### config.mk
export PLATFORM = sky130hd
export DESIGN_NAME = ccff_chain_loader
export DESIGN_NICKNAME = d
export VERILOG_FILES = /design/src/rtl/ccff_chain_loader.sv
export SDC_FILE = /design/constraint.sdc
export NUM_CORES = 1
export LEC_CHECK = 0
export ABC_AREA = 1
export CORE_ASPECT_RATIO = 0.75
export CORE_MARGIN = 8
export CORE_UTILIZATION = 25
export DETAILED_ROUTE_END_ITERATION = 16
export PLACE_DENSITY = 0.46
export SLEW_MARGIN = 10
export SYNTH_ARGS = -nofsm -noshare
export SYNTH_HDL_FRONTEND = slang
export SYNTH_SLANG_ARGS = --single-unit
### constraint.sdc
create_clock -name CLK -period 5.1 [get_ports CLK]
set_input_delay 1.02 -clock CLK [delete_from_list [all_inputs] [get_ports CLK]]
set_output_delay 1.02 -clock CLK [all_outputs]
set_load 0.05 [all_outputs]
### src/rtl/ccff_chain_loader.sv
// rtl/ccff_chain_loader.sv - CCFF chain bitstream loader; define CCFF_LOADER_VERIFY_EN for the parity verify pass
module ccff_chain_loader #(
   parameter int CHAIN_LEN = 64,
   parameter int WORD_W    = 8,
   parameter int CNT_W     = $clog2(CHAIN_LEN + 1)
) (
   input  logic              CLK,
   input  logic              RESET_B,
   input  logic              start,
   input  logic              abort,
   input  logic [WORD_W-1:0] bs_data,
   input  logic              bs_valid,
   output logic              bs_ready,
   output logic              ccff_head,
   output logic              ccff_shift_en,
   input  logic              ccff_tail,
   output logic              cfge,
   output logic              busy,
   output logic              done,
   output logic              err
);

   // buf_cnt must hold WORD_W; comparisons against bit_cnt use a common width
   localparam int BC_W = $clog2(WORD_W + 1);
   localparam int CW   = (CNT_W > BC_W) ? CNT_W : BC_W;

   localparam logic [2:0] S_IDLE   = 3'd0;
   localparam logic [2:0] S_SHIFT  = 3'd1;
   localparam logic [2:0] S_ARM    = 3'd3;
   localparam logic [2:0] S_DONE   = 3'd4;
`ifdef CCFF_LOADER_VERIFY_EN
   localparam logic [2:0] S_VERIFY = 3'd2;
`endif

   logic [2:0]        state;
   logic [WORD_W-1:0] word_buf;
   logic [BC_W-1:0]   buf_cnt;
   logic [CNT_W-1:0]  bit_cnt;
   logic              cfge_q;
`ifdef CCFF_LOADER_VERIFY_EN
   logic              err_q;
   logic              par_in;
   logic              par_out;
   logic              in_verify;
   logic              verify_last;
`endif

   logic [CW-1:0] bit_cnt_x;
   logic [CW-1:0] buf_cnt_x;
   logic          in_shift;
   logic          shift_fire;
   logic          accept;
   logic          last_shift;

   assign bit_cnt_x  = CW'(bit_cnt);
   assign buf_cnt_x  = CW'(buf_cnt);
   assign in_shift   = (state == S_SHIFT);
   assign shift_fire = in_shift && (buf_cnt != '0);
   // Refill only when the buffer is about to run dry and more chain bits are still owed
   assign bs_ready   = in_shift && (buf_cnt_x <= CW'(1)) && (bit_cnt_x > buf_cnt_x);
   assign accept     = bs_valid && bs_ready;
   assign last_shift = shift_fire && (bit_cnt == CNT_W'(1));

   assign cfge = cfge_q;
   assign done = (state == S_DONE);

`ifdef CCFF_LOADER_VERIFY_EN
   assign in_verify     = (state == S_VERIFY);
   assign verify_last   = in_verify && (bit_cnt == CNT_W'(1));
   assign ccff_shift_en = shift_fire || in_verify;
   // Recirculate tail into head so the verify pass leaves the chain unchanged
   assign ccff_head     = in_verify ? ccff_tail : (in_shift & word_buf[0]);
   assign busy          = in_shift || in_verify || (state == S_ARM);
   assign err           = err_q;
`else
   assign ccff_shift_en = shift_fire;
   assign ccff_head     = in_shift & word_buf[0];
   assign busy          = in_shift || (state == S_ARM);
   assign err           = 1'b0;
`endif

   // Controller state, word buffer, bit counters and registered CFGE
   always_ff @(posedge CLK or negedge RESET_B) begin
      if (!RESET_B) begin
         state    <= S_IDLE;
         word_buf <= '0;
         buf_cnt  <= '0;
         bit_cnt  <= '0;
         cfge_q   <= 1'b0;
`ifdef CCFF_LOADER_VERIFY_EN
         err_q    <= 1'b0;
         par_in   <= 1'b0;
         par_out  <= 1'b0;
`endif
      end else if (abort) begin
         state    <= S_IDLE;
         word_buf <= '0;
         buf_cnt  <= '0;
         bit_cnt  <= '0;
         cfge_q   <= 1'b0;
`ifdef CCFF_LOADER_VERIFY_EN
         err_q    <= 1'b0;
         par_in   <= 1'b0;
         par_out  <= 1'b0;
`endif
      end else begin
         case (state)
            S_IDLE, S_DONE: begin
               if (start) begin
                  state    <= S_SHIFT;
                  bit_cnt  <= CNT_W'(CHAIN_LEN);
                  buf_cnt  <= '0;
                  word_buf <= '0;
                  cfge_q   <= 1'b0;
`ifdef CCFF_LOADER_VERIFY_EN
                  err_q    <= 1'b0;
                  par_in   <= 1'b0;
                  par_out  <= 1'b0;
`endif
               end
            end
            S_SHIFT: begin
               if (shift_fire) begin
                  word_buf <= word_buf >> 1;
                  buf_cnt  <= buf_cnt - BC_W'(1);
                  bit_cnt  <= bit_cnt - CNT_W'(1);
`ifdef CCFF_LOADER_VERIFY_EN
                  par_in   <= par_in ^ word_buf[0];
`endif
               end
               // A new word overrides the shift update of the buffer on the same edge
               if (accept) begin
                  word_buf <= bs_data;
                  buf_cnt  <= BC_W'(WORD_W);
               end
               // Leftover bits of the final word are dropped here
               if (last_shift) begin
                  word_buf <= '0;
                  buf_cnt  <= '0;
`ifdef CCFF_LOADER_VERIFY_EN
                  state    <= S_VERIFY;
                  bit_cnt  <= CNT_W'(CHAIN_LEN);
                  par_out  <= 1'b0;
`else
                  state    <= S_ARM;
`endif
               end
            end
`ifdef CCFF_LOADER_VERIFY_EN
            S_VERIFY: begin
               par_out <= par_out ^ ccff_tail;
               bit_cnt <= bit_cnt - CNT_W'(1);
               if (verify_last) begin
                  if (par_in != (par_out ^ ccff_tail)) begin
                     err_q <= 1'b1;
                     state <= S_IDLE;
                  end else begin
                     state <= S_ARM;
                  end
               end
            end
`endif
            S_ARM: begin
               state  <= S_DONE;
               cfge_q <= 1'b1;
            end
            default: state <= S_IDLE;
         endcase
      end
   end

endmodule

==> summary.md, run 1 <==
| Metric | Value |
|---|---|
| GRT met1 Usage | `0.115` |
| Max Freq | `278 MHz` |
| Yosys warnings | `0` |
| Syn Nets | `232` |
| Final worst-path setup slack | `1.51 ns` |
| # diodes | `0` |
| Slew Viols, Final | `0` |
| Area post-placement | `0.00178 mm²` |
| Cell internal pwr | `0.462 mW` |
| Met2 Use GR | `0.128` |
| Clk root buf | `clkbuf_8` |
| Type of the worst min-delay path | `reg -> reg` |
| PortBufs | `18` |
| Most common cell in the netlist | `nand2_1` |
| Overall Global Routing Usage | `0.0856` |
| Post-CTS Repair Setup Buffers | `0` |
| PD cells | `525 mW/mm²` |
| Most common flop cell mapped by yosys | `dfrtp_1` |
| Initial antenna violation count | `0` |
| Hold path endpoint | `cfge` |
| NetSw | `0.496 mW` |
| Die span in x | `106 µm` |
| Most frequent cells after synthesis | `nand2_1, inv_1, dfrtp_1` |
| Maximum VDD drop | `0.319 mV` |
| Static Leakage | `0.948 nW` |
| Beginning of the worst hold path | `cfge` |
| Fraction of registers with async set/reset | `1.00` |
| Hold WS | `0.477 ns` |
| EDFF count, synth | `0` |
| Critical Path Source Type | `flip-flop` |
| Syn Inst Count | `209` |
| Min cycle time layout | `3.59 ns` |
| RSZ-0062 raised after global routing | `no` |
| Design Power | `0.959 mW` |
| Largest net degree at the start of global routing | `24` |
| Combinational power share | `0.604` |
| CTS buffer count | `3` |
| Yosys top cell area share | `0.377` |
| Critical Path AT | `2.57 ns` |
| Post-synthesis cell type count | `26` |
| Flop pwr share | `0.266` |
| First-pass GRT wire length | `6310 µm` |
| Crit end category | `primary output` |
| Maximum fanout along the worst path | `9` |
| Core Util, Final | `0.312` |
| Post-DR vias/cell | `4.31` |
| Drc violations | `0` |
| Starting Density | `0.261` |
| Critical path class | `reg -> out` |
| Ports | `21` |
| Via count of the first global-routing pass | `1307` |
| Relative slew margins | `0.665` |
| Net Sw Frac | `0.518` |
| Reg-to-reg slack, setup | `3.03 ns` |
| Largest area contributor in the netlist | `dfrtp_1` |
| Met3 usage | `0.0278` |
| Post-synthesis compound-gate area fraction | `0.0745` |
| Setup-failing EPs final | `0` |
| Reg2Reg Launch Point | `buf_cnt[2]` |
| Detailed Route WL | `3640 µm` |
| Post-CTS Hold Buffers | `0` |
| Synth Area in Simple Gates | `0.370` |
| Area Overhead vs Synth | `19.5%` |
| Place WS | `1.78 ns` |
| GPL Wtd Cong | `0.749` |
| Core Footprint | `0.00586 mm²` |
| Post-detailed-route count of antenna-violating nets | `0` |
| Reg2reg end | `word_buf[2]` |
| Overall die height | `83.7 µm` |
| Status | `finished clean` |
| Syn_area_per_cell | `7.31 µm²` |
| Register area share after synthesis | `0.377` |
| Post_cts resized | `0` |
| Final period utilization | `0.704` |
| Pre-antenna DRT Iters | `4` |
| Vias after detailed routing | `1319` |
| Max-cap viol count | `0` |
| Synthesized-area fraction occupied by adder cells | `0.0737` |
| DRT iter0 DRCs | `59` |
| Layout cells sized above 1 | `0.0833` |
| Hold Path Depth | `2` |
| Dpl hpwl | `2630 µm` |
| Placed cells | `302` |
| Final hold violation count | `0` |
| Worst Tran Pin Value | `0.501 ns` |
| Clock Power Share | `0.130` |
| Synth area leaders | `dfrtp_1, nand2_1, ha_1` |
| GR peak layer | `met2` |
| # rows | `24` |
| Post-Syn Area | `0.00153 mm²` |
| Sink Count | `23` |
| NumNets Final | `252` |
| WL per Instance | `11.9 µm` |
| H-Tree Level Count | `1` |
| Yosys reg bits | `23` |
| Reg clk slew, reported paths | `0.10 ns` |
| Skew final | `0.00607 ns` |
| Worst path required time | `4.08 ns` |
| Main combinational cell family by area after synthesis | `simple AND/OR/NAND/NOR gates` |
| CTS max path bufs | `2` |
| Die ar. | `0.00889 mm²` |
| Grt ovf | `0` |
| Worst-Skew Late Latency | `0.28 ns` |
| Final cell count without fillers | `306` |
| # fillers | `644` |
| Setup TNS Final | `0 ns` |
| Final Cell Area | `0.00183 mm²` |
| Xor/xnor share of the synthesized area | `0.0115` |
| FF-to-FF path depth | `10` |
| CTS tree | `yes` |
| Post-synthesis mux area share | `0` |
[kinds of logic after synthesis]
group           after synthesis
xor+xnor                      2
buf+inv                      32
other cells                   1
simple gates                123
compound gates               19
flops                        23
fa+ha+maj                     9
[cell usage in the layout, fill, tap and decap left out, drive strengths merged]
| master | instances |
|---|---|
| a21boi | 1 |
| a21oi | 5 |
| and2 | 1 |
| buf | 1 |
| clkbuf | 3 |
| clkdlybuf4s50 | 18 |
| clkinv | 1 |
| conb | 1 |
| dfrtp | 23 |
| ha | 9 |
| inv | 28 |
| nand2 | 77 |
| nand3 | 13 |
| nand4 | 12 |
| nor2 | 19 |
| nor3b | 1 |
| o21ai | 11 |
| o31ai | 2 |
| xor2 | 2 |
[worst max-delay path by stage]
stage,start,endpoint,slack [ns],cells past startpoint
after global routing,buf_cnt[2],bs_ready,1.33,8
after CTS,buf_cnt[2],bs_ready,1.47,8
after floorplan,buf_cnt[2],bs_ready,2.49,7
after global placement,buf_cnt[2],bs_ready,1.80,8
after detailed placement,buf_cnt[2],bs_ready,1.78,8
final,buf_cnt[2],bs_ready,1.51,8
[routing by layer]
metal	wire [µm]	vias up
met5	0	-
met4	23	0
met3	155	2
met2	1500	22
met1	1960	590
li1	-	705
[state kept, by name, summed over array words and instances, names as in the netlist]
register,count
bit_cnt,7
buf_cnt,4
state,3
word_buf,8
cfge,1
[final cells by class]
cell class	count	area [µm²]	area share
Tap cell	78	97.6	0.0535
Sequential cell	23	576	0.315
Inverter	28	105	0.0576
Clock inverter	1	5.00	0.00274
Timing Repair Buffer	19	188	0.103
Multi-Input combinational cell	154	813	0.446
Clock buffer	3	41.3	0.0226
[critical path: stages (launching register included)]
cell,delay [ns]
dfrtp_1,0.40
inv_2,0.08
ha_1,0.31
nand3_1,0.08
nand2_1,0.08
nand2_1,0.05
nand2_1,0.27
and2_1,0.20
clkdlybuf4s50_1,0.81
[power by group through the flow]
stage,Clock [mW],Combinational (mW),Sequential [mW]
floorplan,0,0.455,0.255
global placement,0,0.584,0.259
detailed placement,0,0.584,0.257
CTS,0.130,0.590,0.254
global route,0.137,0.658,0.260
finish,0.125,0.579,0.255
(Power assumes the default switching activity.)
==> inputs of run 2 (changes only) <==
clock period = 3.6 ns   (was 5.1 ns; I/O delays follow)
==> run 2 against run 1 <==
Critical endpoint unchanged. Via count shrank 0.38%. Largest power group unchanged. Clock skew is essentially flat. Largest cell class unchanged. Cell area grew 0.41%. Setup slack lost 1.2 ns.
==> summary.md, run 2 (synthesis gave the netlist of run 1 again) <==
| Metric | Value |
|---|---|
| Status | `finished clean` |
| Top flop regs | `word_buf (8), bit_cnt (7), buf_cnt (4)` |
| Max reg flops | `8` |
| Sink Count | `23` |
| Crit path launch | `buf_cnt[0]` |
| Worst Tran Pin Value | `0.501 ns` |
| CP max stage cell | `clkdlybuf4s50_1` |
| Overall Global Routing Usage | `0.0830` |
| Final period utilization | `0.910` |
| Core Util, Final | `0.313` |
| Vias after detailed routing | `1314` |
| DRT iter0 DRCs | `76` |
| Worst-Skew Late Latency | `0.27 ns` |
| Static Leakage | `0.952 nW` |
| Maximum VDD drop | `0.518 mV` |
| Most common cell after layout, fill and taps aside | `nand2_1` |
| WL per Instance | `11.4 µm` |
| Detailed Route WL | `3490 µm` |
| Setup-failing EPs final | `0` |
| Post-CTS Hold Buffers | `0` |
| RSZ-0062 raised after global routing | `no` |
| Largest net degree at the start of global routing | `24` |
| Via count of the first global-routing pass | `1267` |
| Post-CTS Repair Setup Buffers | `0` |
| NumNets Final | `253` |
| # diodes | `0` |
| GPL Wtd Cong | `0.748` |
| Area of the multi-input gates | `813 µm²` |
| Area Overhead vs Synth | `20.0%` |
| Relative slew margins | `0.665` |
| Type of the worst min-delay path | `reg -> reg` |
| CP delay by family, top | `buffers and inverters` |
| Die span in x | `106 µm` |
| First-pass GRT wire length | `6180 µm` |
| Min cycle time layout | `3.28 ns` |
| Maximum fanout along the worst path | `9` |
| Hold WS | `0.480 ns` |
| Most flop-heavy register | `word_buf` |
| Worst path required time | `2.88 ns` |
| Worst setup path endpoint | `bs_ready` |
| Max Freq | `305 MHz` |
| Final hold violation count | `0` |
| Skew final | `0.00558 ns` |
| Place WS | `0.630 ns` |
| Max-cap viol count | `0` |
| CTS max path bufs | `2` |
| Post-detailed-route count of antenna-violating nets | `0` |
| Hold Path Depth | `2` |
| WP depth | `8` |
| Reg2Reg Launch Point | `buf_cnt[0]` |
| Reg2reg end | `word_buf[3]` |
| Slew Viols, Final | `0` |
| Sequential cell area | `576 µm²` |
| PD cells | `741 mW/mm²` |
| Reg-to-reg slack, setup | `1.56 ns` |
| CP Buf/Inv Count | `2` |
| CTS buffer count | `3` |
| Reg clk slew, reported paths | `0.09 ns` |
| Dpl hpwl | `2620 µm` |
| Final Cell Area | `0.00183 mm²` |
| Crit end category | `primary output` |
| CTS tree | `yes` |
| Area post-placement | `0.00179 mm²` |
| PortBufs | `18` |
| Core Footprint | `0.00586 mm²` |
| Ports | `21` |
| FF-to-FF path depth | `10` |
| Critical Path Source Type | `flip-flop` |
| Final worst-path setup slack | `0.324 ns` |
| Drc violations | `0` |
| Crit path top cell by count | `nor2_1` |
| Post_cts resized | `0` |
| CP max stage delay | `0.81 ns` |
| Initial antenna violation count | `0` |
| Layout cells sized above 1 | `0.0873` |
| Post-DR vias/cell | `4.28` |
| H-Tree Level Count | `1` |
| Most frequent cells in the layout | `nand2_1, inv_1, dfrtp_1` |
| Critical path class | `reg -> out` |
| Placed cells | `303` |
| Clk root buf | `clkbuf_8` |
| Setup TNS Final | `0 ns` |
| Crit-path cells | `inv_1 > ha_1 > nor2_1 > nor2_1 > nand2_2 > nor2_8 > and2_1 > clkdlybuf4s50_1` |
| Starting Density | `0.261` |
| Grt ovf | `0` |
| Critical Path AT | `2.56 ns` |
| Overall die height | `83.7 µm` |
| # fillers | `654` |
| Pre-antenna DRT Iters | `4` |
| # rows | `24` |
| Design Power | `1.36 mW` |
| Final cell count without fillers | `307` |
| Die ar. | `0.00889 mm²` |
==> run 2: metal layers <==
| layer | track usage | routed length [µm] | vias to the layer above |
|---|---|---|---|
| met5 | 0 | 0 | - |
| met4 | 0.0191 | 23 | 0 |
| met3 | 0.0262 | 206 | 2 |
| met2 | 0.111 | 1390 | 27 |
| met1 | 0.123 | 1870 | 583 |
| li1 | - | - | 702 |
==> run 2: worst min path at each step <==
stage | endpoint | from
floorplan | bit_cnt[0] | RESET_B
global placement | cfge | cfge
detailed placement | cfge | cfge
CTS | cfge | cfge
global route | word_buf[0] | word_buf[0]
finish | cfge | cfge
==> run 2: cell type report <==
class | instances | area share
flip-flops and latches | 23 | 0.314
repair buffers | 20 | 0.106
multi-input cells | 154 | 0.444
clock inverters | 1 | 0.00273
clock buffers | 3 | 0.0225
inverters | 28 | 0.0573
well taps | 78 | 0.0532
==> run 2: power by group <==
group	switching (mW)	total, mW	internal, mW	leakage [nW]
Clock	0.0885	0.166	0.0774	0.0255
Sequential	0.0460	0.360	0.314	0.312
Combinational	0.558	0.832	0.274	0.615
Total	0.693	1.36	0.666	0.952
==> run 2: worst register-to-register path, cell delays in order, from the launching register on <==
cell and delay, ns:
dfrtp_1 0.42, inv_1 0.16, ha_1 0.21, nor2_1 0.05, nor2_1 0.15, nand2_2 0.11, nor2_8 0.20, nand3_4 0.21
a21oi_4 0.31, nand2_1 0.09, nand2_1 0.06
==> inputs of run 3 (changes only) <==
CORE_MARGIN = 2   (was 8)
==> run 3 against run 2 <==
Global-route usage up 3.3 points. Flip-flop and latch count unchanged. Cell area unchanged. Largest cell class unchanged. Highest routed layer unchanged.
==> summary.md, run 3 (synthesis gave the netlist of run 1 again) <==
| Metric | Value |
|---|---|
| Status | `finished clean` |
| Dpl hpwl | `2620 µm` |
| Grt ovf | `0` |
| Slew Viols, Final | `0` |
| Static Leakage | `0.952 nW` |
| Setup TNS Final | `0 ns` |
| Final hold violation count | `0` |
| Area Overhead vs Synth | `20.0%` |
| Reg2Reg Launch Point | `buf_cnt[2]` |
| Area post-placement | `0.00179 mm²` |
| Worst path required time | `2.88 ns` |
| Sink Count | `23` |
| Overall Global Routing Usage | `0.116` |
| Post-CTS Repair Setup Buffers | `0` |
| Post-CTS Hold Buffers | `0` |
| Max-cap viol count | `0` |
| Post-DR vias/cell | `4.36` |
| First-pass GRT wire length | `6200 µm` |
| PD cells | `750 mW/mm²` |
| Critical Path Source Type | `flip-flop` |
| Maximum fanout along the worst path | `9` |
| DRT iter0 DRCs | `84` |
| Top flop regs | `word_buf (8), bit_cnt (7), buf_cnt (4)` |
| Metal3 WL | `138 µm` |
| Crit end category | `primary output` |
| Min cycle time layout | `3.28 ns` |
| WL per Instance | `11.6 µm` |
| Vias after detailed routing | `1338` |
| # fillers | `637` |
| Skew final | `0.00216 ns` |
| Max Freq | `305 MHz` |
| Initial antenna violation count | `0` |
| Overall die height | `71.7 µm` |
| Critical Path AT | `2.56 ns` |
| Worst-Skew Late Latency | `0.27 ns` |
| Maximum VDD drop | `0.409 mV` |
| Most flop-heavy register | `word_buf` |
| Final Cell Area | `0.00183 mm²` |
| PortBufs | `18` |
| CTS max path bufs | `2` |
| Pre-antenna DRT Iters | `4` |
| Crit-path cells | `inv_1 > ha_1 > nor2_1 > nor2_1 > nand2_2 > nor2_8 > and2_1 > clkdlybuf4s50_1` |
| Placed cells | `303` |
| Starting Density | `0.261` |
| Max reg flops | `8` |
| Core Util, Final | `0.313` |
| Highest routed metal layer | `met4` |
| Largest net degree at the start of global routing | `24` |
| RSZ-0062 raised after global routing | `no` |
| CP max stage delay | `0.81 ns` |
| Via count of the first global-routing pass | `1288` |
| Most frequent cells in the layout | `nand2_1, inv_1, dfrtp_1` |
| Critical path class | `reg -> out` |
| Ports | `21` |
| Met2 wire length | `1490 µm` |
| Worst Tran Pin Value | `0.502 ns` |
| Post-detailed-route count of antenna-violating nets | `0` |
| Crit path launch | `buf_cnt[0]` |
| Final period utilization | `0.910` |
| CTS tree | `yes` |
| Post_cts resized | `0` |
| Crit path top cell by count | `nor2_1` |
| CTS buffer count | `3` |
| M1 WL | `1910 µm` |
| Core Footprint | `0.00586 mm²` |
| Design Power | `1.38 mW` |
| # rows | `24` |
| Layout cells sized above 1 | `0.0873` |
| Reg clk slew, reported paths | `0.09 ns` |
| Detailed Route WL | `3550 µm` |
| Type of the worst min-delay path | `reg -> reg` |
| Beginning of the worst hold path | `cfge` |
| Final cell count without fillers | `307` |
| H-Tree Level Count | `1` |
| Drc violations | `0` |
| Relative slew margins | `0.665` |
| Setup-failing EPs final | `0` |
| CP max stage cell | `clkdlybuf4s50_1` |
| GPL Wtd Cong | `0.719` |
| # diodes | `0` |
| Most common cell after layout, fill and taps aside | `nand2_1` |
| Die span in x | `94.3 µm` |
| NumNets Final | `253` |
| Die ar. | `0.00676 mm²` |
| Clk root buf | `clkbuf_8` |
==> run 3: stage by stage <==
step / hold WS [ns] / setup WS [ns]
after detailed placement: 0.463 / 0.644
after CTS: 0.485 / 0.325
after global routing: 0.510 / 0.192
final: 0.478 / 0.322
after floorplan: 0.424 / 1.29
after global placement: 0.459 / 0.628
==> run 3: critical path: cells and delay by family (launching register included) <==
family,cells,cell delay (ns)
buffers and inverters,2,0.97
AND/OR/NAND/NOR,5,0.67
flip-flops,1,0.42
adder cells (fa/ha/maj),1,0.21
==> run 3: power by group <==
part / internal, mW / switching (mW)
Sequential: 0.314 / 0.0478
Clock: 0.0774 / 0.0913
Combinational: 0.275 / 0.570
==> run 3: metal layers <==
metal | up-vias | track usage
met5 | - | 0
met4 | 0 | 0.0242
met3 | 2 | 0.0242
met2 | 21 | 0.163
met1 | 612 | 0.180
li1 | 703 | -
==> run 3: worst paths after layout <==
| kind | to | slack, ns | cells past startpoint |
|---|---|---|---|
| setup / recovery | bs_ready | 0.32 | 8 |
| hold / removal | cfge | 0.48 | 2 |
| setup reg to reg | buf_cnt[1] | 1.56 | 12 |
| hold reg to reg | cfge | 0.48 | 2 |
| max in group asynchronous | word_buf[4] | 2.54 | 2 |
| min in group asynchronous | cfge | 0.81 | 2 |
==> run 3: layout make-up <==
cell class / count / area, µm² / area share
clock buffer: 3 / 41.3 / 0.0225
clock inverter: 1 / 5.00 / 0.00273
inverter: 28 / 105 / 0.0573
multi-input combinational: 154 / 813 / 0.444
sequential: 23 / 576 / 0.314
tap: 78 / 97.6 / 0.0532
timing repair buffer: 20 / 195 / 0.106
